**src/rtl/star_box_writer.sv**
```systemverilog
// Raster-scans a clamped bounding box and drives the image RAM write port to draw a star marker.
// Build option STAR_BOX_FILL_EN: defined draws a solid rectangle, undefined draws the outline only.
module star_box_writer #(
    parameter int unsigned xSz          = 6,
    parameter int unsigned ySz          = 6,
    parameter int unsigned addrSz       = 12,
    parameter int unsigned colSz        = 3,
    parameter int unsigned x_resolution = 60,
    parameter int unsigned y_resolution = 60
) (
    input  logic              clk,
    input  logic              reset,
    input  logic              start,
    input  logic [xSz-1:0]    xLeft,
    input  logic [xSz-1:0]    xRight,
    input  logic [ySz-1:0]    yTop,
    input  logic [ySz-1:0]    yBottom,
    input  logic [colSz-1:0]  colour,
    output logic [addrSz-1:0] address,
    output logic [colSz-1:0]  data,
    output logic              wren,
    output logic              busy,
    output logic              done
);

`ifdef STAR_BOX_FILL_EN
    localparam bit FILL_EN = 1'b1;
`else
    localparam bit FILL_EN = 1'b0;
`endif

    localparam logic [xSz-1:0] X_MAX = xSz'(x_resolution - 1);
    localparam logic [ySz-1:0] Y_MAX = ySz'(y_resolution - 1);

    typedef enum logic [1:0] {IDLE, DRAW, DONE} state_t;

    state_t         state;
    logic [xSz-1:0] x_cur, l_lat, r_lat;
    logic [ySz-1:0] y_cur, t_lat, b_lat;

    logic [xSz-1:0] xl_c, xr_c, l_c, r_c, x_nxt_c;
    logic [ySz-1:0] yt_c, yb_c, t_c, b_c, y_nxt_c;
    logic           row_end_c, last_c, full_row_c;

    // Row-major pixel address y*60 + x built from shifted copies of y.
    function automatic logic [addrSz-1:0] pix_addr(input logic [xSz-1:0] x,
                                                   input logic [ySz-1:0] y);
        logic [addrSz-1:0] ye;
        ye = addrSz'(y);
        return (ye << 5) + (ye << 4) + (ye << 3) + (ye << 2) + addrSz'(x);
    endfunction

    // Clamp incoming coordinates into the image, then order each pair.
    always_comb begin
        xl_c = (xLeft   > X_MAX) ? X_MAX : xLeft;
        xr_c = (xRight  > X_MAX) ? X_MAX : xRight;
        yt_c = (yTop    > Y_MAX) ? Y_MAX : yTop;
        yb_c = (yBottom > Y_MAX) ? Y_MAX : yBottom;
        l_c  = (xl_c > xr_c) ? xr_c : xl_c;
        r_c  = (xl_c > xr_c) ? xl_c : xr_c;
        t_c  = (yt_c > yb_c) ? yb_c : yt_c;
        b_c  = (yt_c > yb_c) ? yt_c : yb_c;
    end

    // Scan stepping: top/bottom rows (or every row when filling) walk L..R, side rows jump L -> R.
    always_comb begin
        row_end_c  = (x_cur == r_lat);
        last_c     = row_end_c && (y_cur == b_lat);
        full_row_c = FILL_EN || (y_cur == t_lat) || (y_cur == b_lat);
        x_nxt_c    = x_cur;
        y_nxt_c    = y_cur;
        if (row_end_c) begin
            x_nxt_c = l_lat;
            y_nxt_c = y_cur + 1'b1;
        end else if (full_row_c) begin
            x_nxt_c = x_cur + 1'b1;
        end else begin
            x_nxt_c = r_lat;
        end
    end

    // Outputs are registered from the position being entered, so address always matches (x_cur, y_cur).
    always_ff @(posedge clk) begin
        if (reset) begin
            state   <= IDLE;
            wren    <= 1'b0;
            busy    <= 1'b0;
            done    <= 1'b0;
            address <= '0;
            data    <= '0;
            x_cur   <= '0;
            y_cur   <= '0;
            l_lat   <= '0;
            r_lat   <= '0;
            t_lat   <= '0;
            b_lat   <= '0;
        end else begin
            case (state)
                IDLE: begin
                    done <= 1'b0;
                    if (start) begin
                        l_lat   <= l_c;
                        r_lat   <= r_c;
                        t_lat   <= t_c;
                        b_lat   <= b_c;
                        x_cur   <= l_c;
                        y_cur   <= t_c;
                        address <= pix_addr(l_c, t_c);
                        data    <= colour;
                        wren    <= 1'b1;
                        busy    <= 1'b1;
                        state   <= DRAW;
                    end
                end
                DRAW: begin
                    if (last_c) begin
                        wren    <= 1'b0;
                        busy    <= 1'b0;
                        address <= '0;
                        data    <= '0;
                        done    <= 1'b1;
                        state   <= DONE;
                    end else begin
                        x_cur   <= x_nxt_c;
                        y_cur   <= y_nxt_c;
                        address <= pix_addr(x_nxt_c, y_nxt_c);
                    end
                end
                DONE: begin
                    done  <= 1'b0;
                    state <= IDLE;
                end
                default: begin
                    wren    <= 1'b0;
                    busy    <= 1'b0;
                    done    <= 1'b0;
                    address <= '0;
                    data    <= '0;
                    state   <= IDLE;
                end
            endcase
        end
    end

endmodule

```
**config.mk**
```make
export PLATFORM = sky130hd
export DESIGN_NAME = star_box_writer
export DESIGN_NICKNAME = d
export VERILOG_FILES = /design/src/rtl/star_box_writer.sv
export SDC_FILE = /design/constraint.sdc
export NUM_CORES = 1
export LEC_CHECK = 0
export ABC_CLOCK_PERIOD_IN_PS = 11700
export BUFFER_PORTS_ARGS = -buffer_cell sky130_fd_sc_hd__clkbuf_2
export CAP_MARGIN = 20
export CORE_ASPECT_RATIO = 0.6
export CORE_MARGIN = 4
export CORE_UTILIZATION = 44
export DETAILED_ROUTE_END_ITERATION = 10
export GPL_ROUTABILITY_DRIVEN = 1
export SLEW_MARGIN = 10
export SYNTH_ARGS = -nofsm -noshare
export SYNTH_HDL_FRONTEND = slang
export SYNTH_SLANG_ARGS = --single-unit
```
**constraint.sdc**
```tcl
create_clock -name clk -period 11.7 [get_ports clk]
set_input_delay 1.17 -clock clk [delete_from_list [all_inputs] [get_ports clk]]
set_output_delay 1.17 -clock clk [all_outputs]
set_load 0.02 [all_outputs]
```
==> impl_metrics.py <==
metrics = {
    "status": {
        "status": "completed",
    },
    "cts": {
        "root_buffer": "clkbuf_16",
        "cts.htree.levels": 2,
        "post_cts_buffers": 0,
        "numClockSinks": 55,
        "hold_buffers": 0,
        "cts_buffers": 5,
        "cts_buffer_depth": 2,
        "cts_resized": 0,
        "clkLatencyLatePin_ns": 0.30,
        "tritoncts": "yes",
        "clk_pin_slew_ns": 0.08,
    },
    "timing": {
        "holdWs_ns": 0.4640,
        "worst_pin_slew_ns": 1.054,
        "period_share_pct": 57.96,
        "drv_slew": 0,
        "slew_headroom_pct": 29.76,
        "finalSetupTns_ns": 0,
        "rsz0062_at_grt": "no",
        "timing.final.ws_setup_ns": 4.918,
        "finalSetupViolations": 0,
        "skew_ns": 0.005183,
        "max_freq_mhz": 147.5,
        "period_minus_slack_ns": 6.782,
        "final_hold_viol_count": 0,
    },
    "finish": {
        "final-instance-count-excl-fill": 717,
        "fill_cells": 989,
        "final-seq-area_um2": 1101,
        "multi_input_area_um2": 3263,
        "diodes": 0,
        "drive_above_1_share_pct": 12.20,
        "areaGrowthSynthToFinish_pct": 9.530,
        "layout_commonest_cell": "nor2_1",
        "final_area_um2": 5162,
        "nets": 683,
        "final_cell_mix": "61 x nor2_1, 55 x dfxtp_1, 52 x inv_1",
    },
    "power_and_ir_drop": {
        "ir_worst_vdd_mv": 0.1043,
        "powerDensity_nw_per_um2": 194.6,
        "p_leak_uw": 0.002470,
    },
    "worst_setup_path": {
        "worst-path-buf-inv": 5,
        "critical_path_class": "in2reg",
        "crit_top_cell": "inv_1",
        "cpMaxStageDelayCell": "mux2i_2",
        "end_kind": "flip-flop",
        "worst-path-max-fanout": 14,
        "cpLargestDelayFamily": "adder cells",
        "required_ns": 11.93,
        "slowest_delay_ns": 0.62,
        "arrival_ns": 7.01,
        "start_kind": "input port",
    },
    "yosys": {
        "syn_inst": 558,
        "async_flop_share_pct": 0,
        "syn_area_um2": 4713,
        "ys.flop_type": "dfxtp_1",
        "ys_warn_count": 0,
        "syn_nets": 660,
        "yosysSeqAreaShare_pct": 23.36,
        "synth-seq-cells": 55,
        "avgSynthCellArea_um2": 8.447,
        "synth_cell_types": 59,
        "synth_edf_count": 0,
    },
    "detailed_routing": {
        "viasPerCell": 5.572,
        "ant_nets": 0,
        "dr.first_iter.drc_count": 375,
        "drc_errors": 0,
        "wl_per_cell_um": 17.73,
        "vias": 3995,
        "wl_mm": 12.71,
        "drt-pass1-iter-count": 8,
    },
    "die": {
        "die_y_um": 88.17,
        "core_um2": 10160,
        "initial_utilization_pct": 46.39,
        "io_pins": 48,
        "fp-row-count": 28,
        "fp.dieW_um": 141.6,
        "die_area_um2": 12490,
    },
    "hold_path": {
        "hp-class": "reg2reg",
    },
    "place": {
        "placed_area_um2": 4990,
        "placed_cells": 709,
        "portBuffers": 47,
        "place_ws_ns": 4.679,
        "gp_congestion": 0.8622,
        "dp.final_hpwl_mm": 9.705,
    },
    "global_route": {
        "grt_first_pass_wirelength_mm": 20.81,
        "antenna_found_initial": 0,
        "first_global_vias": 3911,
        "grt_usage_pct": 20.95,
        "grt_max_degree": 54,
        "grt-ovfl-total": 0,
    },
    "flow_run": {
        "cap_violations": 0,
    },
}
## synth_stat cells, drive strengths merged, types with 10 or more instances
cell    count  share of area (%)
nor2       61                4.9
dfxtp      55                 23
inv        53                4.2
ha         49                 13
nand2      48                3.8
a21oi      35                3.8
clkbuf     25                2.0
xor2       24                4.5
fa         23                9.8
mux2i      22                4.8
xnor2      21                3.9
a211oi     19                3.0
nand3      12                1.3
nor3       11                1.2
o21ai      10                1.1
## layout make-up
class                      count  area share [%]
clock buffer                   5           2.424
clock inverter                 3          0.9210
inverter                      53           3.854
multi-input combinational    416           63.21
sequential                    55           21.33
tap                          135           3.272
timing repair buffer          50           4.993
## logic make-up (layout without fill, tap and decap cells)
logic type	count (synthesis)	count (layout)	share of synthesized area, %
AOI/OAI and AO/OA	115	115	17.52
xor gates and xnor gates	45	45	8.362
adders and majority gates	74	74	23.23
buffers and inverters	87	111	7.433
DFF	55	55	23.36
muxes	25	25	5.468
and+or+nand+nor	157	157	14.63
## worst register-to-register path, delay by kind of cell (launching register included)
family                     cells  cell delay [ns]
and+or+nand+nor                3             0.90
AOI/OAI and AO/OA              8             1.64
xor gates and xnor gates       2             0.28
adders and majority gates      5             2.26
DFF                            1             0.56
## report_power, final
part           switching (uW)  leakage, uW  internal, uW
Clock                    77.2    0.0000844           102
Combinational             337      0.00193           247
Sequential               25.8     0.000454           215
## stage by stage
stage / power (uW) / util [%]
final: 1005 / 50.81
after global routing: 1090 / 50.81
after CTS: 1005 / 50.81
after detailed placement: 819.3 / 49.11
after global placement: 805.5 / 49.11
after floorplan: 664.1 / -
## flip-flops by register name, indices dropped and copies added, names as in the netlist
name / count
state: 2
b_lat: 6
data: 3
y_cur: 6
busy: 1
address: 12
done: 1
t_lat: 6
r_lat: 6
l_lat: 6
x_cur: 6
## path summary, 6_finish.rpt
path | endpoint | slack (ns) | cells past startpoint | start
setup / recovery | address[11] | 4.92 | 26 | yTop[4]
hold / removal | l_lat[0] | 0.46 | 2 | l_lat[0]
setup reg to reg | address[11] | 6.00 | 18 | y_cur[2]
hold reg to reg | l_lat[0] | 0.46 | 2 | l_lat[0]
## per-layer routing
metal / vias up / wire length [um] / global-route usage, %
li1: 1974 / - / -
met1: 1913 / 6904 / 33.13
met2: 106 / 5109 / 30.05
met3: 2 / 681 / 4.310
met4: 0 / 18 / 2.091
met5: - / 0 / 0
Power figures use the tool's default switching activity.
